===== src/rtl/psram_burst_writer.sv =====
// Buffers a 16-bit valid/ready stream and emits fixed-length, gap-separated
// Wishbone-style write bursts with an auto-incrementing PSRAM word address.
module psram_burst_writer #(
  parameter int unsigned BURST_LEN  = 32,
  parameter int unsigned FIFO_DEPTH = 64,
  parameter int unsigned GAP_CYCLES = 4
) (
  input  logic                          clk_i,
  input  logic                          rst_n_i,
  input  logic [15:0]                   s_dat_i,
  input  logic                          s_valid_i,
  output logic                          s_ready_o,
  input  logic [15:0]                   start_adr_i,
  input  logic                          start_i,
  input  logic                          flush_i,
  output logic [15:0]                   adr_o,
  output logic [15:0]                   dat_o,
  output logic                          cyc_o,
  output logic                          stb_o,
  output logic                          we_o,
  output logic [$clog2(FIFO_DEPTH):0]   level_o,
  output logic                          busy_o,
  output logic                          burst_done_o
);

  localparam int unsigned AW = $clog2(FIFO_DEPTH);
  localparam int unsigned LW = AW + 1;
  localparam int unsigned GW = (GAP_CYCLES > 1) ? $clog2(GAP_CYCLES) : 1;
  localparam logic [LW-1:0] DEPTH_L   = LW'(FIFO_DEPTH);
  localparam logic [LW-1:0] BL_L      = LW'(BURST_LEN);
  localparam logic [LW-1:0] LAST_BEAT = LW'(BURST_LEN - 1);
  localparam logic [GW-1:0] LAST_GAP  = GW'(GAP_CYCLES - 1);
  localparam logic [15:0]   ADR_INC   = 16'(BURST_LEN);

  typedef enum logic [1:0] {S_IDLE, S_BURST, S_GAP} state_e;

  state_e        state_q, state_d;
  logic [15:0]   mem_q [FIFO_DEPTH];
  logic [AW-1:0] wr_q, rd_q;
  logic [LW-1:0] level_q, level_d;
  logic [LW-1:0] beat_q, beat_d;
  logic [LW-1:0] nreal_q, nreal_d;
  logic [GW-1:0] gap_q, gap_d;
  logic [15:0]   ptr_q, ptr_d;
  logic [15:0]   adr_q, adr_d;
  logic [15:0]   dat_q, dat_d;
  logic          cyc_q, cyc_d;
  logic          done_q, done_d;
  logic          flush_q, flush_d;
  logic          push, pop, can_full, can_flush;
  logic [15:0]   head;

  assign s_ready_o = level_q < DEPTH_L;
  assign push      = s_valid_i & s_ready_o;
  assign can_full  = level_q >= BL_L;
  assign can_flush = flush_q & (level_q != '0);
  assign head      = mem_q[rd_q];

  always_ff @(posedge clk_i or negedge rst_n_i) begin
    if (!rst_n_i) begin
      state_q <= S_IDLE;
      wr_q    <= '0;
      rd_q    <= '0;
      level_q <= '0;
      beat_q  <= '0;
      nreal_q <= '0;
      gap_q   <= '0;
      ptr_q   <= '0;
      adr_q   <= '0;
      dat_q   <= '0;
      cyc_q   <= 1'b0;
      done_q  <= 1'b0;
      flush_q <= 1'b0;
    end else begin
      state_q <= state_d;
      if (push) wr_q <= wr_q + 1'b1;
      if (pop)  rd_q <= rd_q + 1'b1;
      level_q <= level_d;
      beat_q  <= beat_d;
      nreal_q <= nreal_d;
      gap_q   <= gap_d;
      ptr_q   <= ptr_d;
      adr_q   <= adr_d;
      dat_q   <= dat_d;
      cyc_q   <= cyc_d;
      done_q  <= done_d;
      flush_q <= flush_d;
    end
  end

  always_ff @(posedge clk_i) begin
    if (push) mem_q[wr_q] <= s_dat_i;
  end

  always_comb begin
    state_d = state_q;
    unique case (state_q)
      S_IDLE:  if (can_full || can_flush) state_d = S_BURST;
      S_BURST: if (beat_q == LAST_BEAT)   state_d = S_GAP;
      S_GAP:   if (gap_q == LAST_GAP)     state_d = S_IDLE;
      default: state_d = S_IDLE;
    endcase
  end

  // Beat 0 is registered on the IDLE decision edge so the first word appears
  // together with cyc; beat_q always holds the index of the beat on the bus.
  always_comb begin
    adr_d   = adr_q;
    dat_d   = '0;
    cyc_d   = 1'b0;
    done_d  = 1'b0;
    pop     = 1'b0;
    beat_d  = beat_q;
    nreal_d = nreal_q;
    gap_d   = '0;
    ptr_d   = ptr_q;
    flush_d = flush_q;
    unique case (state_q)
      S_IDLE: begin
        if (can_full || can_flush) begin
          adr_d   = ptr_q;
          cyc_d   = 1'b1;
          dat_d   = head;
          pop     = 1'b1;
          beat_d  = '0;
          nreal_d = can_full ? BL_L : level_q;
          if (!can_full) flush_d = 1'b0;
        end else if (flush_q) begin
          flush_d = 1'b0;
        end
      end
      S_BURST: begin
        if (beat_q == LAST_BEAT) begin
          done_d = 1'b1;
          ptr_d  = ptr_q + ADR_INC;
        end else begin
          cyc_d  = 1'b1;
          beat_d = beat_q + 1'b1;
          if (beat_d < nreal_q) begin
            dat_d = head;
            pop   = 1'b1;
          end
        end
      end
      S_GAP:   gap_d = gap_q + 1'b1;
      default: ;
    endcase
    if (start_i) ptr_d = start_adr_i;
    if (flush_i) flush_d = 1'b1;
    unique case ({push, pop})
      2'b10:   level_d = level_q + 1'b1;
      2'b01:   level_d = level_q - 1'b1;
      default: level_d = level_q;
    endcase
  end

  assign adr_o        = adr_q;
  assign dat_o        = dat_q;
  assign cyc_o        = cyc_q;
  assign stb_o        = cyc_q;
  assign we_o         = cyc_q;
  assign level_o      = level_q;
  assign busy_o       = state_q != S_IDLE;
  assign burst_done_o = done_q;

endmodule


===== config.mk =====
export PLATFORM = sky130hd
export DESIGN_NAME = psram_burst_writer
export DESIGN_NICKNAME = d
export VERILOG_FILES = /design/src/rtl/psram_burst_writer.sv
export SDC_FILE = /design/constraint.sdc
export NUM_CORES = 1
export LEC_CHECK = 0
export CORE_MARGIN = 3
export CORE_UTILIZATION = 45
export CTS_CLUSTER_DIAMETER = 150
export DETAILED_ROUTE_END_ITERATION = 8
export HOLD_SLACK_MARGIN = 0.02
export SLEW_MARGIN = 20
export SYNTH_ARGS = -nofsm -noshare
export SYNTH_HDL_FRONTEND = slang
export SYNTH_SLANG_ARGS = --single-unit

===== constraint.sdc =====
create_clock -name clk_i -period 6.9 [get_ports clk_i]
set_input_delay 1.035 -clock clk_i [delete_from_list [all_inputs] [get_ports clk_i]]
set_output_delay 1.035 -clock clk_i [all_outputs]
set_load 0.005 [all_outputs]

* Word-level counts from Yosys, hierarchy flattened *
Memory sizes are Yosys's and may differ from the RTL's.
Index checks and enable logic that the tools add are counted.

storage, ports and cells
  register bits after elaboration = 88
  bits in writable memories = 1,024
  input bits = 37
  output and inout port bits = 45
  logic and storage cells = 82
  memories kept = 1

memory list
  name   words  width  read ports  clocked after memory_dff  write ports  RTL line  source
  mem_q  64     16     1           0                         1            38        logic [15:0] mem_q [FIFO_DEPTH];

operators by class
  $add $sub $neg = 7
  order comparisons = 3
  eq/ne operators = 11
  multiplexer cells = 31
  bitwise logic cells = 2
  reduce and logical (&&, ||, !) cells = 14

operators with widths
  operator                                                                             count
  16-bit 2-to-1 mux                                                                    6
  16-bit one-hot mux with 2 select lines                                               1
  7-bit one-hot mux with 2 select lines                                                2
  7-bit 2-to-1 mux                                                                     3
  16-bit by 6-bit adder with 16-bit output, second input constant                      1
  7-bit by 1-bit adder with 7-bit output, second input constant                        2
  6-bit by 1-bit adder with 6-bit output, second input constant                        2
  1-bit 2-to-1 mux                                                                     12
  2-bit nonzero test                                                                   6
  2-bit 2-to-1 mux                                                                     4
  2-bit != test, second input constant                                                 4
  7-bit by 5-bit == test with 1-bit output, second input constant                      1
  7-bit by 6-bit greater-or-equal comparator with 1-bit output, second input constant  1
  7-bit less-than comparator                                                           1
  7-bit less-than comparator, second input constant                                    1
  7-bit nonzero test                                                                   1
  7-bit by 1-bit subtractor with 7-bit output, second input constant                   1
  2-bit == test, second input constant                                                 3
  2-bit one-hot mux with 3 select lines                                                1
  2-bit AND reduction                                                                  3
  3-bit AND reduction                                                                  2
  2-bit by 1-bit == test with 1-bit output, second input constant                      2
  1-bit one-hot mux with 2 select lines                                                2
  3-bit != test, second input constant                                                 1
  other kinds (4)                                                                      5

* Logic depth before layout (Yosys ltp) *
Gate-level depths: netlist (run 1).

  word-level depth = 7
  depth in mapped cells = 19
  mapped depth without buffers = 18

* Least setup slack after synthesis (run 1) *
OpenSTA, ideal clock, no wires.

  path type = register -> register
  start point = register beat_q[0]
  end point = register level_q[6], in the netlist level_o[6]
  setup time = 0.080 ns
  arrival = 3.701 ns
  required time = 6.820 ns
  slack = 3.119 ns
  cell stages (with the launch flop) = 20
  path buffers = 1
  clock period less this slack = 3.781 ns
  cell sequence = dfrtp_1 > ha_1 > and4_1 > nand2_1 > xnor2_1 > ha_1 > nand4_1 > a211oi_1 > nor3_2 > nor2_4 > buf_2 > inv_1 > ha_1 > inv_1 > fa_1 > nor2b_1 > o21ai_0 > a211o_1 > o211ai_1 > xnor2_1

between the ends
  longest elaborated chain between the ends = 7
  elaborated cells on any way between the ends = 10
  classes of those cells = 1 x add/sub; 1 x order compare; 3 x eq/ne; 4 x mux; 1 x reduce/logical

ends and longest elaborated chain
  what                                                                                RTL line  source
  start, declared                                                                     41        logic [LW-1:0] beat_q, beat_d;
  start signal, assigned                                                              79        beat_q <= beat_d;
  7-bit by 1-bit adder with 7-bit output                                              138       beat_d = beat_q + 1'b1;
  7-bit less-than comparator                                                          139       if (beat_d < nreal_q) begin
  1-bit 2-to-1 mux                                                                    139
  1-bit 2-to-1 mux (*)                                                                133       if (beat_q == LAST_BEAT) begin
  1-bit one-hot mux with 2 select lines (*)                                           118       unique case (state_q)
  via pop                                                                             50        logic push, pop, can_full, can_flush;
  2-bit by 1-bit == test with 1-bit output / 2-bit == test (equally long branches)    150       unique case ({push, pop})
  7-bit one-hot mux with 2 select lines / 2-bit nonzero test (equally long branches)  --
  end signal, assigned                                                                78        level_q <= level_d;
  end, declared                                                                       40        logic [LW-1:0] level_q, level_d;

The timed path passes the listed nets; every way through them passes the cells marked *.
A chain may end at the register's enable or synchronous reset.

* Worst setup path after layout (run 1) *
Same ends and word-level chain as after synthesis.

==> results of run 1 <==
## cell families (layout without fill, tap and decap cells)
| group | after synthesis | count (layout) | synth area share |
|---|---|---|---|
| AOI/OAI and AO/OA | 289 | 289 | 0.04802 |
| xor gates and xnor gates | 28 | 28 | 0.005656 |
| muxes | 343 | 343 | 0.1309 |
| adders and majority gates | 18 | 18 | 0.005368 |
| and+or+nand+nor | 301 | 301 | 0.03180 |
| DFF | 1112 | 1112 | 0.7600 |
| buffers and inverters | 152 | 409 | 0.01818 |
## layer usage
layer,GRT usage,vias up,wire [um]
met4,0.06228,2,2494
li1,-,9435,-
met3,0.04144,146,7517
met1,0.2979,11607,44130
met2,0.3415,770,50800
met5,0,-,13
## final timing paths
path,end,slack (ns),cells past startpoint
setup / recovery,level_o[6],2.59,17
hold / removal,level_o[3],0.17,1
setup reg to reg,level_o[6],2.59,17
hold reg to reg,gap_q[0],0.45,1
max in group asynchronous,rd_q[2],5.74,2
min in group clk_i,gap_q[0],0.45,1
## per-stage QoR
step	total power (uW)	hold WS, ns
CTS	20430	0.1251
floorplan	11980	0.4099
detailed placement	13950	0.4494
finish	20260	0.1689
global placement	13840	0.4204
global route	21130	0.1463
## power groups by stage
stage / Clock (uW) / Sequential (uW) / Combinational [uW]
3_5_place_dp: 0 / 8270 / 5680
3_3_place_gp: 0 / 8260 / 5580
2_1_floorplan: 0 / 7950 / 4030
4_1_cts: 6580 / 8140 / 5710
5_1_grt: 6850 / 8180 / 6100
6_report: 6470 / 8130 / 5660
## final cells by class
| cell class | count | area share |
|---|---|---|
| Clock inverter | 78 | 0.01995 |
| Inverter | 21 | 0.001585 |
| Timing Repair Buffer | 178 | 0.02985 |
| Multi-Input combinational cell | 979 | 0.1942 |
| Clock buffer | 132 | 0.05991 |
| Tap cell | 1265 | 0.03182 |
| Sequential cell | 1112 | 0.6627 |
## synthesized netlist by cell type (22+ instances only)
| master | count | share of area |
|---|---|---|
| buf_4 | 23 | 0.0040 |
| a22oi_1 | 32 | 0.0055 |
| o22ai_1 | 44 | 0.0063 |
| dfrtp_1 | 88 | 0.051 |
| o21ai_0 | 37 | 0.0043 |
| nand3_1 | 25 | 0.0029 |
| buf_2 | 27 | 0.0031 |
| mux4_2 | 175 | 0.091 |
| xnor2_1 | 22 | 0.0044 |
| nor2_1 | 81 | 0.0070 |
| mux2i_1 | 137 | 0.032 |
| clkbuf_1 | 60 | 0.0052 |
| mux2_2 | 30 | 0.0078 |
| edfxtp_1 | 1024 | 0.71 |
| nand2_1 | 123 | 0.011 |
## placed cells by master, fill, tap and decap left out, types with 12 or more instances in the layout
master,instances
o21ai_1,12
inv_1,20
o21ai_0,37
buf_2,16
o221a_2,12
xnor2_1,22
o22a_1,16
mux2_2,30
ha_1,17
a21oi_1,21
clkbuf_1,12
dfrtp_1,83
a211oi_1,17
clkdlybuf4s50_1,64
a22oi_1,32
nor2_1,76
nand2_1,123
edfxtp_1,1024
clkinv_2,22
clkinv_1,20
mux2i_1,137
buf_4,95
a211o_1,21
mux4_2,175
clkbuf_16,114
o22ai_1,44
nand3_1,24
bufinv_16,23
a22o_1,17
nand4_1,21
a31oi_1,17
## registers in the layout, summed over array words and instances (netlist names), 6 cells and up
name and count:
adr_o 16, beat_q 7, dat_o 16, level_o 7, mem_q 1024, nreal_q 7, ptr_q 16, rd_q 6
wr_q 6
==> metrics, run 1 <==
Setup WS post-layout=2.590 ns; final hold vios=0; outcome=completed; routed len/inst=27.88 um; layout cell share with drive strength beyond 1=0.2148; CP cell instances=ha_1 > and4_1 > nand2_1 > xnor2_1 > ha_1 > nand4_1 > a211oi_1 > nor3_2 > nor2_4 > inv_1 > ha_1 > ha_1 > nor2b_1 > o21ai_0 > a21oi_1 > o211ai_1 > xnor2_1; # fillers=7489; vias in the first global route=22586; drt initial violations=2250; Flop pwr share=0.401; Seq/Total Area, Yosys=0.7600; # rows=113; core area=95290 um2; Crit Path Max Fanout=19; placed inst area=45770 um2; DP Cell Count=3555; Reg clk slew, reported paths=0.06 ns; pre-CTS setup slack=2.532 ns; Die Y=316.4 um; Final nets=2458; Post-CTS Setup Bufs=0; setup TNS=0 ns; worst-margin pin slew=1.011 ns; crit path time final=4.310 ns; RR Startpoint=beat_q[0]; Slew Viols, Final=0; Syn Std Cell Area=43360 um2; Synth Register Bits=1112; Clock Power Share=0.319; Core Util, Final=0.5220; Mapped Avg Cell Area=19.33 um2; I/O pins=82; crit end category=register; P_leak=0.01657 uW; clock root cell=clkbuf_16; kind of critical path=register to register; max_slew headroom=0.3252; Max Cap Viol=0; antenna violations before repair=1; Port Buf Inserts=81; syn_nets=2298; Comb pwr share=0.279; first-pass GRT wire length=154500 um; fin crit share=0.6246; DIE AREA=100100 um2; slowest stage delay, CP=0.47 ns; final instance area=49750 um2; CP startpoint kind=register; Post-synth EDFFs=1024; Critical-path top delay cell=nor2_4; WP data arrival=4.91 ns; # diodes=0; ys flop type=edfxtp_1; hpwl dp=60660 um; Cell variety after synth=63; starting density of the core=0.4550; Hold Crit Class=input port to async pin; CP dominant cell by count=ha_1; largest net degree at the start of global routing=81; aggregate global routing overflow=0; sequential cell area=32970 um2; crit path buf inv count=1; DR pass1 iterations=5; Hold Buf Count CTS=0; critical path's top delay family=simple AND/OR/NAND/NOR gates; Internal=14050 uW; data required time of the worst path=7.50 ns; Pwr per Cell Area=407.2 nW/um2; worst setup path startpoint=beat_q[0]; # DRC=0; H-tree depth=3; routed wire length=105000 um; Mapped Cells=2243; Clock Skews=0.03064 ns; Tot GR Track Use=0.2125; total clock sinks=1112; via count=21960; final non-filler cell total=3765; Via density=5.833; CTS tree=yes; # setup viols final=0; warnings from Yosys=0; Die Width=316.4 um; Layout area overhead=14.74%; Sw Share=0.3063; switching power=6205 uW; clock latency on the worst-skew pair=0.68 ns; post-CTS sizing=0; Peak VDD IR=0.0002414 V; Async SR Flop Fraction=0.07914; FMAX=0.2320 GHz; Max Root-Sink Buffers=3; multi-input logic area=9662 um2; ANT nets after route=0; RD Place Congestion=0.8046; RSZ-0062 raised after global routing=false; CTS Buf Count=111
Power figures use the tool's default switching activity.
==> run 2: changes to the inputs <==
- clock period: 6.9 -> 3.6 ns (I/O delays scaled with it)
==> metrics, run 2 (synthesis results as in run 1) <==
Clock Skews=0.03440 ns; routed wire length=106700 um; worst reg2reg endpoint=level_o[6]; via count=22378; H-tree depth=3; final hold vios=0; DIE AREA=100100 um2; CTS tree=yes; routed len/inst=27.87 um; Reg clk slew, reported paths=0.06 ns; HP Start=s_dat_i[13]; worst-margin pin slew=1.120 ns; pre-CTS setup slack=-0.06342 ns; Final nets=2519; I/O pins=82; Max Cap Viol=0; sequential cell area=32970 um2; # setup viols final=0; Max Root-Sink Buffers=3; Critical-path top delay cell=dfrtp_1; clock latency on the worst-skew pair=0.69 ns; Hold Path Stages=1; CP startpoint kind=register; kind of critical path=register to register; multi-input logic area=9698 um2; Die Y=316.4 um; # DRC=0; DR pass1 iterations=5; RR Startpoint=beat_q[0]; Largest register FFs=1024; RSZ-0062 raised after global routing=true; P_leak=0.01680 uW; clock root cell=clkbuf_16; Via density=5.844; # fillers=7448; Hold Crit Class=input port to register; CP dominant cell by count=ha_4; WP data arrival=4.08 ns; Pwr Total=38490 uW; data required time of the worst path=4.20 ns; Hold WS=0.3930 ns; Layout area overhead=15.65%; starting density of the core=0.4550; commonest non-fill, non-tap cell in the layout=edfxtp_1; fin crit share=0.9673; r2r worst-path depth=18; Peak VDD IR=0.0004483 V; Slew Viols, Final=0; outcome=completed; hpwl dp=65060 um; slowest stage delay, CP=0.39 ns; crit end category=register; first-pass GRT wire length=155700 um; most frequent cells in the layout=edfxtp_1, mux4_2, buf_4; final non-filler cell total=3829; DP Cell Count=3610; Port Buf Inserts=81; Tot GR Track Use=0.2150; Die Width=316.4 um; Setup WS post-layout=0.1179 ns; total clock sinks=1112; aggregate global routing overflow=0; FMAX=0.2872 GHz; core area=95290 um2; antenna violations before repair=2; Crit Path Max Fanout=7; CTS Buf Count=113; largest net degree at the start of global routing=65; Worst Hold End=mem_q[24][13]; RD Place Congestion=0.8468; drt initial violations=2398; crit path time final=3.482 ns; max_slew headroom=0.2531; vias in the first global route=22816; register with the most flip-flops=mem_q; Pwr per Cell Area=767.7 nW/um2; ANT nets after route=0; layout cell share with drive strength beyond 1=0.2310; # rows=113; CP cell instances=ha_4 > and4_4 > nand2_1 > xnor2_2 > ha_1 > nand4_1 > a211oi_2 > nor3_2 > nor2_4 > inv_1 > ha_4 > inv_2 > fa_2 > nor2b_2 > o21ai_2 > a211o_1 > o211ai_1 > xnor2_1; R2R setup slack=0.12 ns
run 2: changes by cell type in the layout (fill, tap and decap cells not counted), sizes merged:
cell and delta:
diode +1, buf +58, clkinv +8, bufinv -14, inv +1, dlygate4sd3 +1, clkbuf +9
run 2: cell type report:
type | count | share of cell area
repair buffers | 237 | 0.04302
flip-flops and latches | 1112 | 0.6574
inverters | 21 | 0.001572
multi-input cells | 979 | 0.1934
clock buffers | 141 | 0.06034
well taps | 1265 | 0.03157
diodes | 1 | 0.00004991
clock inverters | 73 | 0.01260
run 2: worst max-delay path: cells and delay by family, from the launching register on:
kind                       cells  cell delay [ns]
AOI/OAI and AO/OA              4             0.57
buffers and inverters          2             0.16
DFF                            1             0.39
and+or+nand+nor                6             0.94
adders and majority gates      4             1.05
xor gates and xnor gates       2             0.29
run 2: layer usage:
| layer | vias to the layer above | GRT usage | part of all wire |
|---|---|---|---|
| met2 | 929 | 0.3393 | 0.47 |
| met3 | 144 | 0.03340 | 0.074 |
| li1 | 9566 | - | - |
| met5 | - | 0 | 0 |
| met4 | 0 | 0.05409 | 0.020 |
| met1 | 11739 | 0.3167 | 0.43 |
run 2: worst max-delay path by stage:
stage | from | to | slack (ns) | cells past startpoint
4_1_cts | beat_q[1] | level_o[6] | 0.06 | 18
3_3_place_gp | beat_q[1] | level_o[6] | 0.07 | 18
5_1_grt | beat_q[0] | level_o[6] | -0.05 | 18
6_report | beat_q[0] | level_o[6] | 0.12 | 18
3_5_place_dp | beat_q[1] | level_o[6] | -0.06 | 18
2_1_floorplan | beat_q[0] | level_o[6] | 0.004 | 19
run 2: power by group:
part	leakage, uW	switching [uW]	internal [uW]
Clock	0.00179	4840	6600
Sequential	0.0103	600	14700
Combinational	0.00473	6610	5100
run 2: what timing repair did:
item / 4_1_cts / 5_1_grt
pin swaps: 1 / 2
hold buffers: 1 / 0
gates cloned: 0 / 0
endpoints found under the setup margin: 1 / 3
gates resized for setup: 3 / 5
hold endpoints to repair: 48 / 0
setup buffers: 2 / 1
run 2: through the flow:
stage | utilization | setup TNS (ns) | instance area (um2)
2_1_floorplan | - | 0 | 43380
3_3_place_gp | 0.4871 | 0 | 46420
3_5_place_dp | 0.4871 | -0.06342 | 46420
4_1_cts | 0.5258 | 0 | 50110
5_1_grt | 0.5262 | -0.04722 | 50140
6_report | 0.5262 | 0 | 50140
==> run 3: changes to the inputs <==
- CAP_MARGIN: unset -> 25
- CORE_UTILIZATION: 45 -> 30
- DONT_BUFFER_PORTS: unset -> 1
==> metrics, run 3 (synthesis results as in run 1) <==
DP Cell Count=4133; Die Y=386.2 um; I/O pins=82; Layout area overhead=16.37%; Hold Path Stages=1; r2r worst-path depth=18; Reg clk slew, reported paths=0.06 ns; Comb pwr share=0.295; largest net degree at the start of global routing=89; Largest register FFs=1024; most frequent cells in the layout=edfxtp_1, mux4_2, mux2i_1; Clock Power Share=0.295; Clock Skews=0.02218 ns; FMAX=0.2996 GHz; H-tree depth=3; starting density of the core=0.3044; Die Width=386.2 um; routed wire length=107200 um; slowest stage delay, CP=0.40 ns; Critical-path top delay cell=dfrtp_1; switching power=11860 uW; P_leak=0.01657 uW; Hold Crit Class=input port to register; R2R setup slack=0.26 ns; fin crit share=0.9271; RR Startpoint=beat_q[0]; data required time of the worst path=4.17 ns; Crit Path Max Fanout=7; CP dominant cell by count=ha_4; max_slew headroom=0.3705; worst reg2reg endpoint=level_o[6]; Max Cap Viol=0; outcome=completed; final hold vios=0; Slew Viols, Final=0; Peak VDD IR=0.0007145 V; ANT nets after route=0; Tot GR Track Use=0.1421; Max Root-Sink Buffers=3; placed inst area=46230 um2; crit path buf inv count=2; DR pass1 iterations=5; total clock sinks=1112; register with the most flip-flops=mem_q; drt initial violations=2305; Final nets=2454; CP startpoint kind=register; # setup viols final=0; Pwr per Cell Area=748.3 nW/um2; Internal=25890 uW; CTS tree=yes; crit end category=register; routed len/inst=24.51 um; hpwl dp=62610 um; layout cell share with drive strength beyond 1=0.2214; final non-filler cell total=4375; CTS Buf Count=112; DIE AREA=149100 um2; final instance area=50450 um2; crit path time final=3.338 ns; worst-margin pin slew=0.9412 ns; Pwr Total=37750 uW; Via density=5.017; RD Place Congestion=0.7897; vias in the first global route=21601; critical path's top delay family=adder cells; Sw Share=0.3143; core area=142400 um2; HP Start=s_dat_i[1]; Flop pwr share=0.410; # DRC=0; antenna violations before repair=1; first-pass GRT wire length=155100 um; CP cell instances=ha_4 > and4_4 > nand2_2 > xnor2_4 > ha_4 > nand4_1 > a211oi_1 > nor3_2 > nor2_4 > inv_1 > ha_4 > inv_2 > fa_2 > nor2b_2 > o21ai_2 > a211o_1 > o211ai_1 > xnor2_1; Core Util, Final=0.3542; WP data arrival=3.90 ns; aggregate global routing overflow=0; Worst Hold End=mem_q[24][1]; Port Buf Inserts=0; commonest non-fill, non-tap cell in the layout=edfxtp_1; kind of critical path=register to register; # rows=138; clock latency on the worst-skew pair=0.70 ns; via count=21948; clock root cell=clkbuf_16
-- run 3: cell type report --
type,count,area [um2]
flip-flops and latches,1112,32970
fillers,13115,92000
clock inverters,61,555.5
clock buffers,138,2922
repair buffers,173,1849
diodes,1,2.502
inverters,21,78.83
well taps,1890,2365
multi-input cells,979,9713
-- run 3: layer usage --
layer | wire length [um] | global-route usage | share of wire | vias up
met5 | 0 | 0 | 0 | -
met4 | 2056 | 0.03091 | 0.019 | 0
met3 | 9120 | 0.03510 | 0.085 | 144
met2 | 49540 | 0.2214 | 0.46 | 807
met1 | 46530 | 0.2013 | 0.43 | 11577
li1 | - | - | - | 9420
-- run 3: worst max-delay path by stage --
stage | startpoint | endpoint | slack [ns] | cells past startpoint
2_1_floorplan | beat_q[0] | level_o[6] | 0.004 | 19
3_3_place_gp | beat_q[1] | level_o[6] | 0.06 | 18
3_5_place_dp | beat_q[1] | level_o[6] | 0.02 | 18
4_1_cts | beat_q[1] | level_o[6] | 0.03 | 18
5_1_grt | beat_q[0] | level_o[6] | -0.004 | 17
6_report | beat_q[0] | level_o[6] | 0.26 | 18
-- run 3: metrics by stage --
step                setup TNS (ns)  worst slack, ns  hold WS [ns]
floorplan                        0         0.004420        0.2444
global placement                 0          0.05944        0.2463
detailed placement               0          0.02332        0.2464
CTS                              0          0.02728        0.2086
global route             -0.003922        -0.003922        0.1962
finish                           0           0.2624        0.1972
-- run 3: power groups by stage --
stage                     Clock [uW]  Combinational (uW)  Sequential, uW
final                          11100               11100           15500
after global routing           11900               11900           15600
after CTS                      11400               11200           15500
after detailed placement           0               10700           15700
after global placement             0               10700           15700
after floorplan                    0                7790           15200
-- run 3: what timing repair did --
item / CTS / global route
hold buffers: 36 / 0
endpoints found under the setup margin: 1 / 3
gates cloned: 0 / 0
hold endpoints to repair: 1129 / 0
pin swaps: 1 / 6
resized for setup: 1 / 8
buffers inserted: 2 / 4
